### config.mk
export PLATFORM = sky130hd
export DESIGN_NAME = buzzer_scheduler_flat
export DESIGN_NICKNAME = d
export VERILOG_FILES = /design/src/rtl/buzzer_scheduler_if.sv /design/src/rtl/buzzer_scheduler.sv /design/src/flat_wrapper.sv
export SDC_FILE = /design/constraint.sdc
export NUM_CORES = 1
export LEC_CHECK = 0
export ABC_AREA = 1
export CORE_MARGIN = 1.5
export CORE_UTILIZATION = 30
export DETAILED_ROUTE_END_ITERATION = 16
export HOLD_SLACK_MARGIN = 0.03
export MAX_ROUTING_LAYER = met4
export PLACE_DENSITY = 0.55
export SYNTH_ARGS = -nofsm -noshare
export SYNTH_HDL_FRONTEND = slang
export SYNTH_SLANG_ARGS = --single-unit
### constraint.sdc
create_clock -name clk -period 1.9 [get_ports clk]
set_clock_uncertainty 0.2 [all_clocks]
set_input_delay 0.38 -clock clk [delete_from_list [all_inputs] [get_ports clk]]
set_output_delay 0.38 -clock clk [all_outputs]
set_load 0.01 [all_outputs]
### src/rtl/buzzer_scheduler_if.sv
// buzzer_scheduler_if: groups the alarm request lines and the buzzer control
// outputs of the buzzer scheduler.
// master: the alarm/sensor side, which drives req and observes the results.
// slave:  the scheduler itself.
interface buzzer_scheduler_if #(
  parameter int N_REQ = 4
);
  logic [N_REQ-1:0] req;
  logic [N_REQ-1:0] grant;
  logic [2:0]       play_sel;
  logic             play_en;
  logic             busy;
  logic             done;

  modport master (
    output req,
    input  grant,
    input  play_sel,
    input  play_en,
    input  busy,
    input  done
  );

  modport slave (
    input  req,
    output grant,
    output play_sel,
    output play_en,
    output busy,
    output done
  );
endinterface

### src/rtl/buzzer_scheduler.sv
// buzzer_scheduler: shares one piezo buzzer among N_REQ alarm sources.
// The owner gets REPEATS plays of PLAY_CYCLES each. Consecutive plays are
// separated by GAP_CYCLES of silence, so the melody generator restarts from
// idle. A silent COOLDOWN_CYCLES lockout follows the last play. If the owner's
// request drops during a play or gap, the grant ends at once, without a done
// pulse and without a cooldown.
// Optional feature: define BUZZER_SCHED_RR_EN for round-robin arbitration.
// The default build uses fixed priority, where the lowest index wins.
module buzzer_scheduler #(
  parameter int unsigned N_REQ           = 4,
  parameter int unsigned PLAY_CYCLES     = 342_000_000,
  parameter int unsigned GAP_CYCLES      = 2_000_000,
  parameter int unsigned REPEATS         = 2,
  parameter int unsigned COOLDOWN_CYCLES = 1_500_000_000
) (
  input  logic                clk,
  input  logic                rst_n,
  buzzer_scheduler_if.slave   bus
);

  localparam logic [31:0] PLAY_LAST = 32'(PLAY_CYCLES - 1);
  localparam logic [31:0] GAP_LAST  = 32'(GAP_CYCLES - 1);
  localparam logic [31:0] COOL_LAST = 32'(COOLDOWN_CYCLES - 1);
  localparam logic [4:0]  REP_LIMIT = 5'(REPEATS);

  typedef enum logic [1:0] {
    IDLE     = 2'd0,
    PLAY     = 2'd1,
    GAP      = 2'd2,
    COOLDOWN = 2'd3
  } state_t;

  state_t           state_q, state_d;
  logic [31:0]      cnt_q, cnt_d;
  logic [3:0]       rep_q, rep_d;
  logic [N_REQ-1:0] grant_q, grant_d;
  logic [2:0]       play_sel_q, play_sel_d;
  logic             play_en_q, play_en_d;
  logic             busy_q, busy_d;
  logic             done_q, done_d;

  logic [2:0]       win_idx;
  logic             owner_req;

`ifdef BUZZER_SCHED_RR_EN
  logic [2:0] rr_ptr_q, rr_ptr_d;
  logic [2:0] lo_idx, hi_idx;
  logic       hi_found;

  // Round-robin winner: lowest requester above the pointer, else wrap to the lowest set bit
  always_comb begin
    lo_idx   = '0;
    hi_idx   = '0;
    hi_found = 1'b0;
    for (int i = N_REQ - 1; i >= 0; i--) begin
      if (bus.req[i]) begin
        lo_idx = 3'(i);
      end
      if (bus.req[i] && (i > int'(rr_ptr_q))) begin
        hi_idx   = 3'(i);
        hi_found = 1'b1;
      end
    end
    win_idx = hi_found ? hi_idx : lo_idx;
  end

  // The pointer follows each new grant; aborts leave it where it is
  always_comb begin
    rr_ptr_d = rr_ptr_q;
    if ((state_q == IDLE) && (|bus.req)) begin
      rr_ptr_d = win_idx;
    end
  end

  // Pointer register, starting just below requester 0 so bit 0 is first in line
  always_ff @(posedge clk or negedge rst_n) begin
    if (!rst_n) begin
      rr_ptr_q <= 3'(N_REQ - 1);
    end else begin
      rr_ptr_q <= rr_ptr_d;
    end
  end
`else
  // Fixed-priority winner: the lowest set request index
  always_comb begin
    win_idx = '0;
    for (int i = N_REQ - 1; i >= 0; i--) begin
      if (bus.req[i]) begin
        win_idx = 3'(i);
      end
    end
  end
`endif

  assign owner_req = |(bus.req & grant_q);

  // Sequencer: arbitration, the play/gap/repeat/cooldown pattern, and aborts
  always_comb begin
    state_d    = state_q;
    cnt_d      = cnt_q;
    rep_d      = rep_q;
    grant_d    = grant_q;
    play_sel_d = play_sel_q;
    play_en_d  = play_en_q;
    busy_d     = busy_q;
    done_d     = 1'b0;

    case (state_q)
      IDLE: begin
        if (|bus.req) begin
          state_d    = PLAY;
          grant_d    = {{(N_REQ - 1){1'b0}}, 1'b1} << win_idx;
          play_sel_d = win_idx;
          play_en_d  = 1'b1;
          busy_d     = 1'b1;
          cnt_d      = '0;
          rep_d      = '0;
        end
      end

      PLAY: begin
        if (!owner_req) begin
          state_d   = IDLE;
          grant_d   = '0;
          play_en_d = 1'b0;
          busy_d    = 1'b0;
          cnt_d     = '0;
        end else if (cnt_q == PLAY_LAST) begin
          cnt_d     = '0;
          rep_d     = rep_q + 4'd1;
          play_en_d = 1'b0;
          if (({1'b0, rep_q} + 5'd1) < REP_LIMIT) begin
            state_d = GAP;
          end else begin
            state_d = COOLDOWN;
            grant_d = '0;
            done_d  = 1'b1;
          end
        end else begin
          cnt_d = cnt_q + 32'd1;
        end
      end

      GAP: begin
        if (!owner_req) begin
          state_d   = IDLE;
          grant_d   = '0;
          play_en_d = 1'b0;
          busy_d    = 1'b0;
          cnt_d     = '0;
        end else if (cnt_q == GAP_LAST) begin
          state_d   = PLAY;
          cnt_d     = '0;
          play_en_d = 1'b1;
        end else begin
          cnt_d = cnt_q + 32'd1;
        end
      end

      COOLDOWN: begin
        if (cnt_q == COOL_LAST) begin
          state_d = IDLE;
          cnt_d   = '0;
          busy_d  = 1'b0;
        end else begin
          cnt_d = cnt_q + 32'd1;
        end
      end

      default: begin
        state_d   = IDLE;
        grant_d   = '0;
        play_en_d = 1'b0;
        busy_d    = 1'b0;
        cnt_d     = '0;
      end
    endcase
  end

  // State, counters and registered outputs
  always_ff @(posedge clk or negedge rst_n) begin
    if (!rst_n) begin
      state_q    <= IDLE;
      cnt_q      <= '0;
      rep_q      <= '0;
      grant_q    <= '0;
      play_sel_q <= '0;
      play_en_q  <= 1'b0;
      busy_q     <= 1'b0;
      done_q     <= 1'b0;
    end else begin
      state_q    <= state_d;
      cnt_q      <= cnt_d;
      rep_q      <= rep_d;
      grant_q    <= grant_d;
      play_sel_q <= play_sel_d;
      play_en_q  <= play_en_d;
      busy_q     <= busy_d;
      done_q     <= done_d;
    end
  end

  assign bus.grant    = grant_q;
  assign bus.play_sel = play_sel_q;
  assign bus.play_en  = play_en_q;
  assign bus.busy     = busy_q;
  assign bus.done     = done_q;

endmodule

### src/flat_wrapper.sv
// flat-port wrapper written by rule: the top's interface ports become plain ports
module buzzer_scheduler_flat 
#(
  parameter int unsigned N_REQ           = 4,
  parameter int unsigned PLAY_CYCLES     = 342_000_000,
  parameter int unsigned GAP_CYCLES      = 2_000_000,
  parameter int unsigned REPEATS         = 2,
  parameter int unsigned COOLDOWN_CYCLES = 1_500_000_000
)
  (clk, rst_n, bus_req, bus_grant, bus_play_sel, bus_play_en, bus_busy, bus_done);
  buzzer_scheduler_if #(.N_REQ(N_REQ)) bus_i ();
  input  logic clk;
  input  logic rst_n;
  input wire logic [$bits(bus_i.req)-1:0] bus_req;
  output wire logic [$bits(bus_i.grant)-1:0] bus_grant;
  output wire logic [$bits(bus_i.play_sel)-1:0] bus_play_sel;
  output wire logic [$bits(bus_i.play_en)-1:0] bus_play_en;
  output wire logic [$bits(bus_i.busy)-1:0] bus_busy;
  output wire logic [$bits(bus_i.done)-1:0] bus_done;
  assign bus_i.req = bus_req;
  assign bus_grant = bus_i.grant;
  assign bus_play_sel = bus_i.play_sel;
  assign bus_play_en = bus_i.play_en;
  assign bus_busy = bus_i.busy;
  assign bus_done = bus_i.done;
  buzzer_scheduler #(.N_REQ(N_REQ), .PLAY_CYCLES(PLAY_CYCLES), .GAP_CYCLES(GAP_CYCLES), .REPEATS(REPEATS), .COOLDOWN_CYCLES(COOLDOWN_CYCLES)) u_core (.clk(clk), .rst_n(rst_n), .bus(bus_i));
endmodule
==> results of run 1 <==
==> routing by layer <==
layer	GRT usage [%]	share of wire [%]
met1	24.84	47
met2	31.56	48
met3	2.869	3.7
met4	5.451	2.1
met5	-	0
==> cells by family (layout without fill, tap and decap cells) <==
kind of cell | count (synthesis) | in the layout | share of synthesized area, %
AO/OA/AOI/OAI | 55 | 55 | 8.581
XOR/XNOR | 18 | 18 | 4.680
adder cells (fa/ha/maj) | 9 | 9 | 3.343
buffers and inverters | 73 | 171 | 9.213
flip-flops | 47 | 47 | 34.92
other | 1 | 1 | 0.1113
AND/OR/NAND/NOR | 294 | 294 | 39.15
==> path summary, 6_finish.rpt <==
check / start / endpoint / slack [ns] / depth (start not counted)
setup / recovery: u_core.cnt_q[0] / u_core.state_q[1] / -0.008 / 11
hold / removal: bus_req[0] / u_core.bus.grant[3] / 0.29 / 4
setup reg to reg: u_core.cnt_q[0] / u_core.state_q[1] / -0.008 / 11
hold reg to reg: u_core.bus.play_sel[1] / u_core.bus.play_sel[1] / 0.30 / 2
max in group asynchronous: rst_n / u_core.state_q[1] / 0.60 / 3
min in group asynchronous: rst_n / u_core.cnt_q[15] / 0.37 / 2
==> area by class of cell <==
| cell class | count | area, um2 | share of cell area [%] |
|---|---|---|---|
| Clock inverter | 3 | 43.79 | 0.9521 |
| Timing Repair Buffer | 99 | 818.3 | 17.79 |
| Tap cell | 140 | 175.2 | 3.808 |
| Clock buffer | 5 | 68.82 | 1.496 |
| Multi-Input combinational cell | 377 | 2074 | 45.10 |
| Inverter | 64 | 240.2 | 5.223 |
| Sequential cell | 47 | 1179 | 25.63 |
==> report_power, final <==
| group | internal [mW] | switching, mW | leakage (nW) | total (mW) |
|---|---|---|---|---|
| sequential | 1.09 | 0.0598 | 0.642 | 1.15 |
| combinational | 0.530 | 0.695 | 1.40 | 1.22 |
| clock | 0.393 | 0.390 | 0.0581 | 0.783 |
| total | 2.02 | 1.14 | 2.10 | 3.16 |
==> cell usage in the layout, fill, tap and decap left out, types with 5 or more instances in the layout <==
| cell type | Yosys | layout |
|---|---|---|
| a21oi_1 | 28 | 27 |
| buf_4 | 1 | 77 |
| buf_6 | 4 | 6 |
| clkbuf_8 | 0 | 5 |
| clkdlybuf4s50_1 | 0 | 10 |
| dfrtp_1 | 47 | 45 |
| ha_1 | 9 | 7 |
| inv_1 | 63 | 58 |
| inv_2 | 1 | 6 |
| nand2_1 | 144 | 135 |
| nand2_2 | 5 | 12 |
| nand3_1 | 39 | 34 |
| nand3_2 | 3 | 6 |
| nand4_1 | 12 | 12 |
| nor2_1 | 63 | 51 |
| nor2_2 | 5 | 11 |
| nor2_4 | 3 | 9 |
| nor3_1 | 12 | 6 |
| nor3_2 | 1 | 5 |
| o21ai_0 | 19 | 11 |
| o21ai_1 | 4 | 12 |
| xor2_1 | 17 | 17 |
==> state kept, by name, summed over array words and instances (netlist names) <==
register	cells
u_core.bus.play_en	1
u_core.state_q	2
u_core.bus.play_sel	2
u_core.bus.grant	4
u_core.bus.busy	1
u_core.cnt_q	32
u_core.rep_q	4
u_core.bus.done	1
==> critical path, delay by kind of cell (launching register included) <==
family	cells	cell delay, ns
DFF	1	0.38
AOI/OAI and AO/OA	1	0.11
buffers and inverters	2	0.21
adders and majority gates	1	0.21
and+or+nand+nor	7	0.70
==> repair_timing <==
item                                   CTS  global route
pin swaps                               10            11
buffers inserted                         3             6
hold buffers                             1             0
endpoints found under the hold margin   19             0
gates resized for setup                 25            47
setup endpoints to repair               44            45
==> metrics by stage <==
step | power (mW) | area, um2 | hold WS [ns]
floorplan | 1.774 | 3368 | -0.1156
global placement | 2.253 | 4184 | 0.2090
detailed placement | 2.260 | 4184 | 0.2015
CTS | 3.111 | 4417 | 0.3113
global route | 3.373 | 4599 | 0.3343
finish | 3.160 | 4599 | 0.2872
==> out/results.txt, run 1 <==
Hold Vio Cnt, Final: 0
Slew @ Worst Pin: 0.5557 ns
post-synthesis sequential area ratio: 34.92%
synth unique cells: 33
share of layout cells above drive strength 1: 26.89%
first-pass GRT wire length: 17310 um
Post-DRT Antenna Nets: 0
final worst slack: -0.008499 ns
count of pins over their slew limit: 0
ys async rst share: 100.0%
area leader, netlist: dfrtp_1
EDFF count, synth: 0
synthesized instance count: 497
worst min path class: in -> reg
LEAKAGE: 2.103 nW
Pwr Density: 687.1 nW/um2
ranking of synthesized cells by area: dfrtp_1 (35%), nand2_1 (16%), inv_1 (7.0%), nor2_1 (7.0%), nand3_1 (5.8%)
initial antenna violation count: 0
WL final: 10060 um
category of the critical setup timing path: reg -> reg
worst-path fanout max: 4
largest net degree at the start of global routing: 24
via count: 3519
Max IR drop VDD: 579.6 uV
synthesis-stage register bit count: 47
number of global-route vias before repair: 3588
chip width: 109.0 um
Core Footprint: 10890 um2
fillers: 1148
Die Y-Extent: 109.0 um
setup violators final: 2
hpwl dp: 7806 um
CP most frequent cell: nor2_4
drc violations: 0
fin nets: 609
Worst setup SP type: flop
Worst path max stage delay: 0.38 ns
WL per Instance: 13.68 um
area grow syn2layout: 36.55%
via density per instance: 4.788
Max Root-Sink Buffers: 2
status: finished with violations
die area: 11870 um2
Buffers on Ports: 14
relative slew slack: 62.95%
total track usage: 19.32%
most common cell in the netlist: nand2_1
unrepaired setup endpoints after global routing: true
Pre-antenna DRT Iters: 4
Crit path required time: 1.92 ns
CP Capture Type: flop
row cnt: 38
Max Cap Viol: 0
grt total ovfl: 0
failing checks: setup timing
Initial DRC Count: 162
worst slack, placed: -0.3870 ns
CTS H-tree depth: 2
critical path's slowest cell: dfrtp_1
share of the synthesized area in the top cell type: 34.92%
synth cell count leaders: nand2_1 (144), inv_1 (63), nor2_1 (63)
Clock transition at path regs: 0.09 ns
Syn Area/Cell: 6.777 um2
synth warn: 0
Starting Density: 30.94%
worst-path cell chain: ha_2 -> inv_2 -> nor2_4 -> nand3_2 -> nor2_4 -> nand2_2 -> nand2_4 -> nand3_4 -> buf_6 -> o21ai_1 -> nand2_1
placed insts: 717
Critical Path AT: 1.92 ns
worst-skew pair later-pin latency: 0.32 ns
Final Non-Filler Cells: 735
Setup Total Neg Slack: -0.01319 ns
Num CTS Buffers: 5
Post-Syn Nets: 512
CTS tree: done
Synth Flop Type: dfrtp_1
clock sink count: 47
Root Driver: clkbuf_8
fin crit share: 100.4%
Post-Syn Area: 3368 um2
min cycle time layout: 1.908 ns
total I/O pin count: 16
fmax: 524.0 MHz
Antenna diodes: 0
Core Util, Final: 42.24%
Routability Congestion: 0.9111
(Power assumes the default switching activity.)
==> inputs of run 2 (changes only) <==
--- a/config.mk
+++ b/config.mk
@@ -8,8 +8,9 @@
 export ABC_AREA = 1
 export CORE_MARGIN = 1.5
 export CORE_UTILIZATION = 30
+export CTS_BUF_LIST = sky130_fd_sc_hd__clkbuf_2
 export DETAILED_ROUTE_END_ITERATION = 16
-export HOLD_SLACK_MARGIN = 0.03
+export HOLD_SLACK_MARGIN = 0.06
 export MAX_ROUTING_LAYER = met4
 export PLACE_DENSITY = 0.55
 export SYNTH_ARGS = -nofsm -noshare
==> out/results.txt, run 2 (synthesis gave the netlist of run 1 again) <==
status: finished with violations
failing checks: setup timing
category of the critical setup timing path: reg -> reg
switching power: 1.267 mW (+11%)
WL final: 10520 um (+4.6%)
unrepaired setup endpoints after global routing: true
Die Y-Extent: 109.0 um (unchanged)
first-pass GRT wire length: 18020 um (+4.1%)
relative slew slack: 63.39% (+0.43 points)
Worst setup SP type: flop
CP Capture Type: flop
Pre-antenna DRT Iters: 4 (unchanged)
Antenna diodes: 0 (unchanged)
Core Footprint: 10890 um2 (unchanged)
total track usage: 20.32% (+0.99 points)
die area: 11870 um2 (unchanged)
worst-path fanout max: 6 (+2)
most common cell after layout, fill and taps aside: nand2_1
Starting Density: 30.94% (unchanged)
final worst slack: -0.1605 ns (-0.1520 ns)
Slew @ Worst Pin: 0.5492 ns (-0.006507 ns)
LEAKAGE: 2.128 nW (+1.2%)
Max Cap Viol: 0 (unchanged)
number of flip-flops in the largest register: 32 (unchanged)
R2R depth: 12 (+1)
worst-skew pair later-pin latency: 0.49 ns (+0.17 ns)
largest net degree at the start of global routing: 22 (-8.3%)
footprint of the multi-input gates: 2156 um2 (+3.9%)
via count: 3620 (+2.9%)
grt total ovfl: 0 (unchanged)
most frequent cells in the layout: nand2_1 (133), buf_4 (78), inv_1 (56)
share of layout cells above drive strength 1: 30.23% (+3.3 points)
initial antenna violation count: 0 (unchanged)
row cnt: 38 (unchanged)
Gate power share: 44.6% (+5.8 points)
WL per Instance: 14.17 um (+3.6%)
setup violators final: 36 (+34)
count of pins over their slew limit: 0 (unchanged)
drc violations: 0 (unchanged)
Initial DRC Count: 150 (-7.4%)
Buffers on Ports: 14 (unchanged)
Max Root-Sink Buffers: 2 (unchanged)
clock sink count: 47 (unchanged)
Setup Total Neg Slack: -2.416 ns (-2.403 ns)
fillers: 1146 (-0.17%)
area grow syn2layout: 38.86%
switching share of power: 39.94% (+3.7 points)
Clock Power Share: 19.2% (-5.6 points)
Hold Worst Slack: 0.1462 ns (-0.1410 ns)
Reg power frac: 36.2% (-0.3 points)
Crit path required time: 2.12 ns (+0.20 ns)
Root Driver: clkbuf_2
register area: 1180 um2 (+0.11%)
fin crit share: 108.4% (+8.0 points)
via density per instance: 4.879 (+1.9%)
Post-DRT Antenna Nets: 0 (unchanged)
total I/O pin count: 16 (unchanged)
fin nets: 616 (+1.1%)
Most flops, register: u_core.cnt_q
CTS tree: done
Clock transition at path regs: 0.28 ns (+0.19 ns)
Max IR drop VDD: 604.6 uV (+4.3%)
hpwl dp: 7806 um (unchanged)
Pwr Density: 678.3 nW/um2 (-1.3%)
min cycle time layout: 2.060 ns (+0.1520 ns)
worst min path class: in -> async
Routability Congestion: 0.9111 (unchanged)
Hold Vio Cnt, Final: 0 (unchanged)
fmax: 485.3 MHz (-7.4%)
Num CTS Buffers: 5 (unchanged)
chip width: 109.0 um (unchanged)
Critical Path AT: 2.28 ns (+0.36 ns)
number of global-route vias before repair: 3673 (+2.4%)
reg-to-reg startpoint: u_core.cnt_q[14]
launch point of the worst path: u_core.cnt_q[14]
CTS H-tree depth: 2 (unchanged)
Cell Int Power: 1.905 mW (-5.5%)
## run 2: changes by cell type in the layout (fill, tap and decap cells not counted), moves of 3 or more
cell | previous run | this run
dlygate4sd2_1 | 0 | 8
clkdlybuf4s50_1 | 10 | 4
clkbuf_8 | 5 | 0
dlymetal6s2s_1 | 3 | 0
nand3_1 | 34 | 29
buf_6 | 6 | 10
nand3_2 | 6 | 11
a21oi_1 | 27 | 19
nor3_1 | 6 | 9
nor3_2 | 5 | 2
clkbuf_2 | 0 | 5
a21oi_2 | 3 | 11
## run 2: cell type report
class | instances | area share (%)
multi-input cells | 379 | 46.09
inverters | 64 | 5.217
flip-flops and latches | 47 | 25.23
well taps | 140 | 3.745
clock buffers | 5 | 0.5350
repair buffers | 104 | 18.25
clock inverters | 3 | 0.9363
## run 2: worst paths after layout
kind | to | slack, ns
setup / recovery | u_core.cnt_q[0] | -0.16
hold / removal | u_core.cnt_q[15] | 0.15
setup reg to reg | u_core.cnt_q[0] | -0.16
hold reg to reg | u_core.bus.play_sel[1] | 0.33
max in group asynchronous | u_core.bus.grant[1] | 0.84
min in group clk | u_core.bus.play_sel[1] | 0.33
## run 2: timing repair
action                                  CTS  global route
endpoints found under the setup margin   53            46
pin swaps                                15             8
hold endpoints to repair                 47             0
gates cloned                              2             0
resized for setup                        58            43
buffers inserted                          9             6
hold buffers                              1             0
## run 2: stage by stage
stage	cells	worst slack, ns	total power [mW]	utilization, %	area [um2]
2_1_floorplan	497	0.01154	1.774	-	3368
3_3_place_gp	717	-0.3479	2.253	38.43	4184
3_5_place_dp	717	-0.3870	2.260	38.43	4184
4_1_cts	736	-0.09961	3.100	41.46	4514
5_1_grt	742	-0.2492	3.378	42.96	4677
6_report	742	-0.1605	3.173	42.96	4677
## run 2: power by group through the flow
stage          logic, mW  registers, mW  clock network (mW)
3_5_place_dp        1.09           1.17                   0
2_1_floorplan      0.567           1.21                   0
6_report            1.41           1.15               0.610
5_1_grt             1.54           1.16               0.671
3_3_place_gp        1.08           1.17                   0
4_1_cts             1.32           1.15               0.629
## run 2: critical path, stage by stage, from the launching register on
cell and delay [ns]:
dfrtp_1 0.45, inv_1 0.13, nand2_1 0.11, nor2_1 0.13, nand2_1 0.10, nor2_4 0.14, nand2_2 0.08, nand2_4 0.08
nand3_4 0.16, buf_4 0.19, buf_6 0.11, nand3_1 0.05, o21ai_1 0.06
## run 2: per-layer routing
| layer | global-route usage [%] | part of all wire (%) |
|---|---|---|
| met3 | 2.989 | 4.3 |
| met2 | 32.95 | 47 |
| met4 | 6.767 | 2.8 |
| met5 | - | 0 |
| met1 | 25.93 | 45 |
==> inputs of run 3 (changes only) <==
--- a/config.mk
+++ b/config.mk
@@ -6,7 +6,7 @@
 export NUM_CORES = 1
 export LEC_CHECK = 0
 export ABC_AREA = 1
-export CORE_MARGIN = 1.5
+export CORE_MARGIN = 4
 export CORE_UTILIZATION = 30
 export CTS_BUF_LIST = sky130_fd_sc_hd__clkbuf_2
 export DETAILED_ROUTE_END_ITERATION = 16
==> out/results.txt, run 3 (synthesis gave the netlist of run 1 again) <==
Crit path required time: 2.15 ns (+0.03 ns)
LEAKAGE: 2.078 nW (-2.3%)
Num CTS Buffers: 5 (unchanged)
Cell Area, Placed: 4146 um2 (-0.90%)
grt total ovfl: 0 (unchanged)
worst slack, placed: -0.4250 ns (-0.03800 ns)
Initial DRC Count: 164 (+9.3%)
Starting Density: 30.80% (-0.13 points)
Max Cap Viol: 0 (unchanged)
Post-DRT Antenna Nets: 0 (unchanged)
drc violations: 0 (unchanged)
DR top layer: met4
most common cell after layout, fill and taps aside: nand2_1
post-route cell area: 4634 um2 (-0.91%)
CTS H-tree depth: 2 (unchanged)
M1 WL: 4837 um (+1.1%)
fmax: 518.9 MHz (+6.9%)
largest net degree at the start of global routing: 48 (+120%)
status: finished with violations
category of the critical setup timing path: reg -> reg
Max Root-Sink Buffers: 2 (unchanged)
chip width: 114.0 um (+4.6%)
fin nets: 611 (-0.81%)
final worst slack: -0.02704 ns (+0.1335 ns)
Pre-antenna DRT Iters: 4 (unchanged)
reg-to-reg startpoint: u_core.cnt_q[1]
Clock transition at path regs: 0.28 ns (about the same)
first-pass GRT wire length: 17950 um (-0.38%)
worst-skew pair later-pin latency: 0.47 ns (-0.02 ns)
Routability Congestion: 1.019 (+12%)
number of flip-flops in the largest register: 32 (unchanged)
CP Capture Type: flop
Buffers on Ports: 14 (unchanged)
number of global-route vias before repair: 3645 (-0.76%)
worst min path class: in -> async
fin crit share: 101.4% (-7.0 points)
initial antenna violation count: 0 (unchanged)
met3 wire len: 367 um (-18%)
Die Y-Extent: 114.0 um (+4.6%)
Max IR drop VDD: 661.9 uV (+9.5%)
min cycle time layout: 1.927 ns (-0.1335 ns)
share of layout cells above drive strength 1: 31.32% (+1.1 points)
total I/O pin count: 16 (unchanged)
row cnt: 38 (unchanged)
R2R depth: 12 (unchanged)
Root Driver: clkbuf_2
CTS tree: done
hpwl dp: 8038 um (+3.0%)
Hold Vio Cnt, Final: 0 (unchanged)
Most flops, register: u_core.cnt_q
Worst setup SP type: flop
Critical Path AT: 2.17 ns (-0.11 ns)
area grow syn2layout: 37.59%
reg2reg end: u_core.state_q[1]
setup violators final: 3 (-92%)
via density per instance: 4.894 (+0.32%)
setup slack on the worst flop-to-flop path: -0.03 ns (+0.13 ns)
Setup Total Neg Slack: -0.05855 ns (+2.358 ns)
WL final: 10640 um (+1.2%)
Core Footprint: 10940 um2 (+0.44%)
total track usage: 17.49% (-2.8 points)
clock sink count: 47 (unchanged)
WL per Instance: 14.44 um (+1.9%)
Antenna diodes: 0 (unchanged)
unrepaired setup endpoints after global routing: true
die area: 12990 um2 (+9.4%)
worst-path fanout max: 5 (-1)
via count: 3607 (-0.36%)
most frequent cells in the layout: nand2_1 (129), buf_4 (79), inv_1 (56)
fillers: 1177 (+2.7%)
routed wl met2: 5110 um (+2.4%)
Pwr Density: 628.5 nW/um2 (-7.3%)
Hold Worst Slack: 0.1673 ns (+0.02111 ns)
failing checks: setup timing
count of pins over their slew limit: 0 (unchanged)
-- run 3: cell types whose count changed in the layout (fill, tap and decap cells not counted), moves of 6 or more --
cell,change
nor2_1,-8
a21oi_1,+6
a21oi_2,-6
nor2_2,+6
-- run 3: cell type report --
cell class,count,area (um2),area share [%]
Clock buffer,5,25.02,0.5400
Clock inverter,3,20.02,0.4320
Inverter,64,240.2,5.184
Multi-Input combinational cell,377,2181,47.06
Sequential cell,47,1179,25.43
Tap cell,140,175.2,3.780
Timing Repair Buffer,101,814.5,17.58
-- run 3: critical path, cell delays in order (launching register included) --
cell,delay (ns)
dfrtp_1,0.44
ha_2,0.19
inv_2,0.04
nor2_4,0.14
nand3_2,0.11
nor2_4,0.12
nand2_2,0.08
nand2_4,0.07
nand3_4,0.11
buf_6,0.16
nor2_4,0.10
nand2_2,0.07
nand2_1,0.06
-- run 3: power breakdown --
group | leakage, nW | internal, mW | switching (mW)
sequential | 0.642 | 1.09 | 0.0537
combinational | 1.41 | 0.513 | 0.781
clock | 0.0250 | 0.0867 | 0.383
total | 2.08 | 1.69 | 1.22
-- run 3: layer usage --
metal / up-vias / global-route usage, %
li1: 1773 / -
met1: 1718 / 22.47
met2: 87 / 28.96
met3: 29 / 2.228
met4: 0 / 5.067
met5: - / -
-- run 3: metrics by stage --
step | total power [mW] | utilization [%] | instances
after floorplan | 1.774 | - | 497
after global placement | 2.230 | 37.92 | 712
after detailed placement | 2.236 | 37.92 | 712
after CTS | 2.776 | 39.43 | 726
after global routing | 3.123 | 42.38 | 737
final | 2.913 | 42.38 | 737
-- run 3: how the worst max path moves through the flow --
stage	start	to	cells past startpoint
CTS	u_core.cnt_q[1]	u_core.state_q[1]	12
global placement	bus_req[2]	u_core.cnt_q[21]	10
global route	u_core.cnt_q[23]	u_core.state_q[1]	12
finish	u_core.cnt_q[1]	u_core.state_q[1]	12
floorplan	u_core.state_q[0]	u_core.cnt_q[10]	7
detailed placement	bus_req[1]	u_core.cnt_q[21]	10
-- run 3: what timing repair did --
action | in CTS | in global routing
hold endpoints to repair | 47 | 0
resized for setup | 33 | 76
hold buffers | 1 | 0
buffers inserted | 5 | 11
pin swaps | 4 | 21
setup endpoints to repair | 51 | 45
